===== src/rtl/lfsr_crypt_engine_if.sv =====
// Request/ack handshake plus the 1R1W data-memory port of the LFSR crypt engine.
interface lfsr_crypt_engine_if #(
   parameter int ADDR_W = 8,
   parameter int DATA_W = 8
);
   logic              req;
   logic              ack;
   logic              rd_en;
   logic [ADDR_W-1:0] rd_addr;
   logic [DATA_W-1:0] rd_data;
   logic              wr_en;
   logic [ADDR_W-1:0] wr_addr;
   logic [DATA_W-1:0] wr_data;

   // engine side
   modport master (
      input  req, rd_data,
      output ack, rd_en, rd_addr, wr_en, wr_addr, wr_data
   );

   // host / memory side
   modport slave (
      output req, rd_data,
      input  ack, rd_en, rd_addr, wr_en, wr_addr, wr_data
   );
endinterface


===== src/rtl/lfsr_crypt_engine.sv =====
// LFSR stream-encryption engine: reads pre_length/taps/seed, pads the plaintext
// with a zero preamble, XORs each word with the LFSR sequence and writes the
// ciphertext block back to memory, one word per cycle.
module lfsr_crypt_engine #(
   parameter int LFSR_W   = 7,
   parameter int MSG_LEN  = 64,
   parameter int ADDR_W   = 8,
   parameter int SRC_BASE = 0,
   parameter int CFG_BASE = 61,
   parameter int DST_BASE = 64,
   parameter int PARITY   = 0
) (
   input  logic                clk,
   input  logic                init,
   lfsr_crypt_engine_if.master bus
);
   localparam int          KW  = $clog2(MSG_LEN + 8);
   localparam int          PW  = $clog2(MSG_LEN + 1);
   localparam logic [31:0] LEN = 32'(MSG_LEN);

   typedef enum logic [1:0] {IDLE, CFG, RUN, DONE} state_t;

   state_t            state_q, state_d;
   logic [KW-1:0]     k_q, k_d;
   logic              req_q;
   logic [PW-1:0]     pre_q;
   logic [LFSR_W-1:0] taps_q, lfsr_q, seed_m, low;
   logic              rd_en_d, rd_src_d, rd_src_q, pad_q, msb;
   logic              wr_en_d;
   logic [ADDR_W-1:0] rd_addr_d, wr_addr_d;
   logic [31:0]       nk, src_i, src_a, pre_raw;

   // state register
   always_ff @(posedge clk) begin
      if (!init) state_q <= IDLE;
      else       state_q <= state_d;
   end

   // k counts cycles since launch (k=1 is the first CFG cycle); every strobe for
   // cycle k+1 is derived here from k+1 so all bus outputs leave a register.
   always_comb begin
      state_d   = state_q;
      k_d       = k_q;
      rd_en_d   = 1'b0;
      rd_src_d  = 1'b0;
      rd_addr_d = '0;
      wr_en_d   = 1'b0;
      wr_addr_d = '0;
      nk        = 32'(k_q) + 32'd1;
      src_i     = nk - 32'd4;
      src_a     = 32'(SRC_BASE) + src_i - 32'(pre_q);
      unique case (state_q)
         IDLE: begin
            if (req_q && !bus.req) begin
               state_d   = CFG;
               k_d       = KW'(1);
               rd_en_d   = 1'b1;
               rd_addr_d = ADDR_W'(CFG_BASE);
            end
         end
         CFG, RUN: begin
            k_d = nk[KW-1:0];
            if (nk == 32'd2 || nk == 32'd3) begin
               rd_en_d   = 1'b1;
               rd_addr_d = ADDR_W'(32'(CFG_BASE) + nk - 32'd1);
            end
            if (nk >= 32'd4 && nk < LEN + 32'd4 && src_i >= 32'(pre_q)
                && src_a < 32'(CFG_BASE)) begin
               rd_en_d   = 1'b1;
               rd_src_d  = 1'b1;
               rd_addr_d = ADDR_W'(src_a);
            end
            if (nk >= 32'd5 && nk < LEN + 32'd5) begin
               wr_en_d   = 1'b1;
               wr_addr_d = ADDR_W'(32'(DST_BASE) + nk - 32'd5);
            end
            if (nk >= LEN + 32'd5) state_d = DONE;
            else if (nk >= 32'd5)  state_d = RUN;
         end
         DONE: begin
            if (bus.req) state_d = IDLE;
         end
         default: state_d = IDLE;
      endcase
   end

   // config sanitising and ciphertext word (read data arrives one cycle after rd_en)
   always_comb begin
      pre_raw = 32'(bus.rd_data);
      seed_m  = bus.rd_data[LFSR_W-1:0];
      if (seed_m == '0) seed_m = LFSR_W'(1);
      low         = (pad_q ? bus.rd_data[LFSR_W-1:0] : '0) ^ lfsr_q;
      msb         = (PARITY != 0) ? ^low : 1'b0;
      bus.wr_data = bus.wr_en ? {msb, low} : '0;
   end

   // bus strobes, config capture and LFSR stepping
   always_ff @(posedge clk) begin
      if (!init) begin
         req_q       <= 1'b0;
         k_q         <= '0;
         pre_q       <= '0;
         taps_q      <= '0;
         lfsr_q      <= '0;
         rd_src_q    <= 1'b0;
         pad_q       <= 1'b0;
         bus.ack     <= 1'b0;
         bus.rd_en   <= 1'b0;
         bus.rd_addr <= '0;
         bus.wr_en   <= 1'b0;
         bus.wr_addr <= '0;
      end else begin
         req_q       <= bus.req;
         k_q         <= k_d;
         rd_src_q    <= rd_src_d;
         pad_q       <= rd_src_q;
         bus.ack     <= (state_d == DONE);
         bus.rd_en   <= rd_en_d;
         bus.rd_addr <= rd_addr_d;
         bus.wr_en   <= wr_en_d;
         bus.wr_addr <= wr_addr_d;
         if (state_q == CFG) begin
            if (k_q == KW'(2)) pre_q  <= (pre_raw > LEN) ? PW'(MSG_LEN) : PW'(pre_raw);
            if (k_q == KW'(3)) taps_q <= bus.rd_data[LFSR_W-1:0];
            if (k_q == KW'(4)) lfsr_q <= seed_m;
         end else if (state_q == RUN) begin
            lfsr_q <= {lfsr_q[LFSR_W-2:0], ^(lfsr_q & taps_q)};
         end
      end
   end
endmodule


===== src/flat_wrapper.sv =====
// flat-port wrapper written by rule: the top's interface ports become plain ports
module lfsr_crypt_engine_flat 
#(
   parameter int LFSR_W   = 7,
   parameter int MSG_LEN  = 64,
   parameter int ADDR_W   = 8,
   parameter int SRC_BASE = 0,
   parameter int CFG_BASE = 61,
   parameter int DST_BASE = 64,
   parameter int PARITY   = 0
)
  (clk, init, bus_req, bus_rd_data, bus_ack, bus_rd_en, bus_rd_addr, bus_wr_en, bus_wr_addr, bus_wr_data);
  lfsr_crypt_engine_if #(.ADDR_W(ADDR_W), .DATA_W(8)) bus_i ();
  input  logic clk;
  input  logic init;
  input wire logic [$bits(bus_i.req)-1:0] bus_req;
  input wire logic [$bits(bus_i.rd_data)-1:0] bus_rd_data;
  output wire logic [$bits(bus_i.ack)-1:0] bus_ack;
  output wire logic [$bits(bus_i.rd_en)-1:0] bus_rd_en;
  output wire logic [$bits(bus_i.rd_addr)-1:0] bus_rd_addr;
  output wire logic [$bits(bus_i.wr_en)-1:0] bus_wr_en;
  output wire logic [$bits(bus_i.wr_addr)-1:0] bus_wr_addr;
  output wire logic [$bits(bus_i.wr_data)-1:0] bus_wr_data;
  assign bus_i.req = bus_req;
  assign bus_i.rd_data = bus_rd_data;
  assign bus_ack = bus_i.ack;
  assign bus_rd_en = bus_i.rd_en;
  assign bus_rd_addr = bus_i.rd_addr;
  assign bus_wr_en = bus_i.wr_en;
  assign bus_wr_addr = bus_i.wr_addr;
  assign bus_wr_data = bus_i.wr_data;
  lfsr_crypt_engine #(.LFSR_W(LFSR_W), .MSG_LEN(MSG_LEN), .ADDR_W(ADDR_W), .SRC_BASE(SRC_BASE), .CFG_BASE(CFG_BASE), .DST_BASE(DST_BASE), .PARITY(PARITY)) u_core (.clk(clk), .init(init), .bus(bus_i));
endmodule

===== config.mk =====
export PLATFORM = sky130hd
export DESIGN_NAME = lfsr_crypt_engine_flat
export DESIGN_NICKNAME = d
export VERILOG_FILES = /design/src/rtl/lfsr_crypt_engine_if.sv /design/src/rtl/lfsr_crypt_engine.sv /design/src/flat_wrapper.sv
export SDC_FILE = /design/constraint.sdc
export NUM_CORES = 1
export LEC_CHECK = 0
export ABC_CLOCK_PERIOD_IN_PS = 8530
export BUFFER_PORTS_ARGS = -buffer_cell sky130_fd_sc_hd__buf_2
export CORE_MARGIN = 8
export CORE_UTILIZATION = 55
export CTS_CLUSTER_SIZE = 28
export DETAILED_ROUTE_END_ITERATION = 10
export PLACE_DENSITY_LB_ADDON = 0.05
export SYNTH_ARGS = -nofsm -noshare
export SYNTH_HDL_FRONTEND = slang
export SYNTH_SLANG_ARGS = --single-unit

===== constraint.sdc =====
create_clock -name clk -period 8.53 [get_ports clk]
set_clock_uncertainty 0.1 [all_clocks]
set_input_delay 0.4265 -clock clk [delete_from_list [all_inputs] [get_ports clk]]
set_output_delay 0.4265 -clock clk [all_outputs]
set_load 0.05 [all_outputs]

==> results.cfg <==
[clocking]
ctsHoldBuffers = 0
cts-root-buf = clkbuf_8
htreeDepth = 2
path_clk_slew_ns = 0.10
clock_latency_ns = 0.32
cts_tree = yes
cts_setup_buffers = 0
cts_buffer_depth = 2
cts-resized-gates = 0
numCtsBuffers = 5
cts_sinks = 52

[min_path]
hold_path.class = in -> reg

[pwr]
irDropWorstVdd_mv = 0.0776
power_switching_share_pct = 24.9
p_comb_share_pct = 5.5
switchingPower_uw = 103
seq_power_share_pct = 59.1
p_leak_nw = 1.45
p_int_uw = 311
clkPwrFrac_pct = 35.4
pwr_density_cell_nw_per_um2 = 116

[cells_and_area]
antennaDiodeCount = 0
area_growth_pct = 8.44
final_area_um2 = 3590
final_common_cell = dfxtp_1
final_nets = 444
drive_gt1_share_pct = 14.0
final_cell_mix = 52 x dfxtp_1, 50 x nand2_1, 36 x buf_2
fillCellCount = 516

[die]
die-area_um2 = 8750
rows = 28
initial_core_util_pct = 56.5
core-area_um2 = 5850
fp.dieH_um = 93.5
die_x_um = 93.5
pin_count = 38

[critical_path]
reg2reg_slack_ns = 4.36
critPathCapture = u_core.bus.rd_addr[0]
crit_path_top_delay_cell = o31ai_1
r2r_start = u_core.k_q[0]
path_cells = ha_1, nand2_1, o31ai_1, nand2_1, xor2_1, ha_1, inv_1, nor3_1, a311o_1, a311oi_1, o211ai_4, o41ai_1
rr_worst_depth = 12
rr_endpoint = u_core.bus.rd_addr[0]
cp_max_fo = 12
critPathCaptureType = register
crit_buf_inv = 1
crit_path_start = u_core.k_q[0]
required_ns = 8.63
worstSetupPathDepth = 12
crit_arrival_ns = 4.27
startpoint_type = register
slowest_delay_ns = 0.61
path_class = reg -> reg
path_delay_family = compound AO/OA/AOI/OAI gates

[synth]
synth.distinct_cells = 64
synth_ff_type = dfxtp_1
syn_avg_cell_area_um2 = 8.63
ys_warn_count = 0
ys_async_sr_fraction_pct = 0
synth-seq-area-share_pct = 31.5
synthTopCellsByArea = dfxtp_1 31%, ha_1 7.6%, nand2_1 5.7%, xnor2_1 3.7%, nor2b_1 3.0%
netlist_instances = 383
synth_top_cell_by_area = dfxtp_1
synth_top_area_share_pct = 31.5
ys_ff_latch = 52
synth_edf_count = 0
synth_area_um2 = 3310

[placed_design]
dpl_cell_area_um2 = 3500
gp_congestion = 0.876
place_worst_setup_slack_ns = 4.49
hpwlAfterDp_um = 6040
io_buffers = 36

[timing]
worstMarginPinSlew_ns = 0.635
fin_crit_sh_pct = 48.8
setup_viol = 0
relSlewSlack_pct = 56.6
report.final.slew_viol_count = 0
finalCriticalPeriod_ns = 4.17
tns_ns = 0
rsz0062_at_grt = false
timing.fmax_ghz = 0.240
hold_viol = 0
setup_slack_ns = 4.36

[route]
dr.pass1.iters = 4
ant_nets = 0
drc = 0
vias = 2787
route.detailed.wl_per_inst_um = 16.3
routed_wl_um = 7950
viasPerCell = 5.71
first_iter_violations = 212

[grt]
grt_max_degree = 35
grt_overflow = 0
grt_antenna_before_repair = 0
grt_pass1_wl_um = 13100
grt_pass1_vias = 2632
grt_util_all_layers_pct = 18.7

[status]
status = complete, no violations

[run]
cap_viol_max_count = 0
## stage by stage
stage / hold slack, ns / power [mW] / instances / util (%)
4_1_cts: 0.236 / 0.422 / 488 / 61.3
6_report: 0.242 / 0.415 / 488 / 61.3
5_1_grt: 0.255 / 0.432 / 488 / 61.3
3_3_place_gp: 0.353 / 0.273 / 480 / 59.8
2_1_floorplan: 0.312 / 0.265 / 384 / -
3_5_place_dp: 0.360 / 0.273 / 480 / 59.8
## cells in the mapped netlist (all sizes together) (2+ instances only)
cell type  instances
a2111oi            4
a211oi             3
a21boi             9
a21oi             10
a22oi              6
a311oi             2
a32oi              2
and2              10
and3               3
and3b              2
buf               10
clkbuf             7
dfxtp             52
ha                20
inv               23
mux2i              8
nand2             50
nand2b             2
nand3             13
nand3b             3
nor2              23
nor2b             16
nor3               9
nor3b              4
nor4               3
o211a              8
o21a               3
o21ai             16
o22ai              2
o311a              2
o31ai              3
o41ai              5
or2                3
or3                4
xnor2             15
xnor3              2
xor2               8
## metal layers
| metal | track usage, % | vias up | wire (µm) | part of all wire (%) |
|---|---|---|---|---|
| li1 | - | 1405 | - | - |
| met1 | 22.8 | 1285 | 3460 | 43 |
| met2 | 31.0 | 83 | 3740 | 47 |
| met3 | 4.17 | 14 | 578 | 7.3 |
| met4 | 7.66 | 0 | 172 | 2.2 |
| met5 | 0 | - | 0 | 0 |
## how the worst min path moves through the flow
stage               slack, ns        startpoint  cells after the start                to
floorplan                0.31   u_core.rd_src_q                      1      u_core.pad_q
global placement         0.35  u_core.taps_q[3]                      2  u_core.taps_q[3]
detailed placement       0.36  u_core.taps_q[4]                      2  u_core.taps_q[4]
CTS                      0.24           bus_req                      2      u_core.req_q
global route             0.25           bus_req                      2      u_core.req_q
finish                   0.24           bus_req                      2      u_core.req_q
## power groups by stage
stage,registers (mW),clock network (mW),logic (mW)
after CTS,0.245,0.154,0.0228
after detailed placement,0.251,0,0.0227
after global placement,0.250,0,0.0230
after global routing,0.245,0.162,0.0249
after floorplan,0.252,0,0.0125
final,0.245,0.147,0.0228
## state kept, by name, summed over array words and instances, names as in the netlist
register	flops
u_core.pad_q	1
u_core.pre_q	7
u_core.bus.rd_addr	8
u_core.bus.rd_en	1
u_core.k_q	7
u_core.req_q	1
u_core.rd_src_q	1
u_core.lfsr_q	7
u_core.state_q	2
u_core.bus.wr_en	1
u_core.bus.wr_addr	8
u_core.bus.ack	1
u_core.taps_q	7
## layout make-up
cell class / instances / area (µm²) / share of cell area [%]
clock inverter: 2 / 17.5 / 0.488
inverter: 23 / 86.3 / 2.41
clock buffer: 6 / 72.6 / 2.02
timing repair buffer: 38 / 195 / 5.44
tap: 75 / 93.8 / 2.62
multi-input combinational: 292 / 2080 / 58.0
sequential: 52 / 1040 / 29.0
## cell families after synthesis
logic type | count (synthesis) | synth area share (%)
compound gates | 85 | 20.3
xor+xnor | 25 | 8.02
fa+ha+maj | 21 | 8.17
buf+inv | 40 | 5.75
flops | 52 | 31.5
mux | 8 | 2.42
other cells | 1 | 0.113
simple gates | 151 | 23.8
Note: power is estimated with default switching activity, not from simulation.
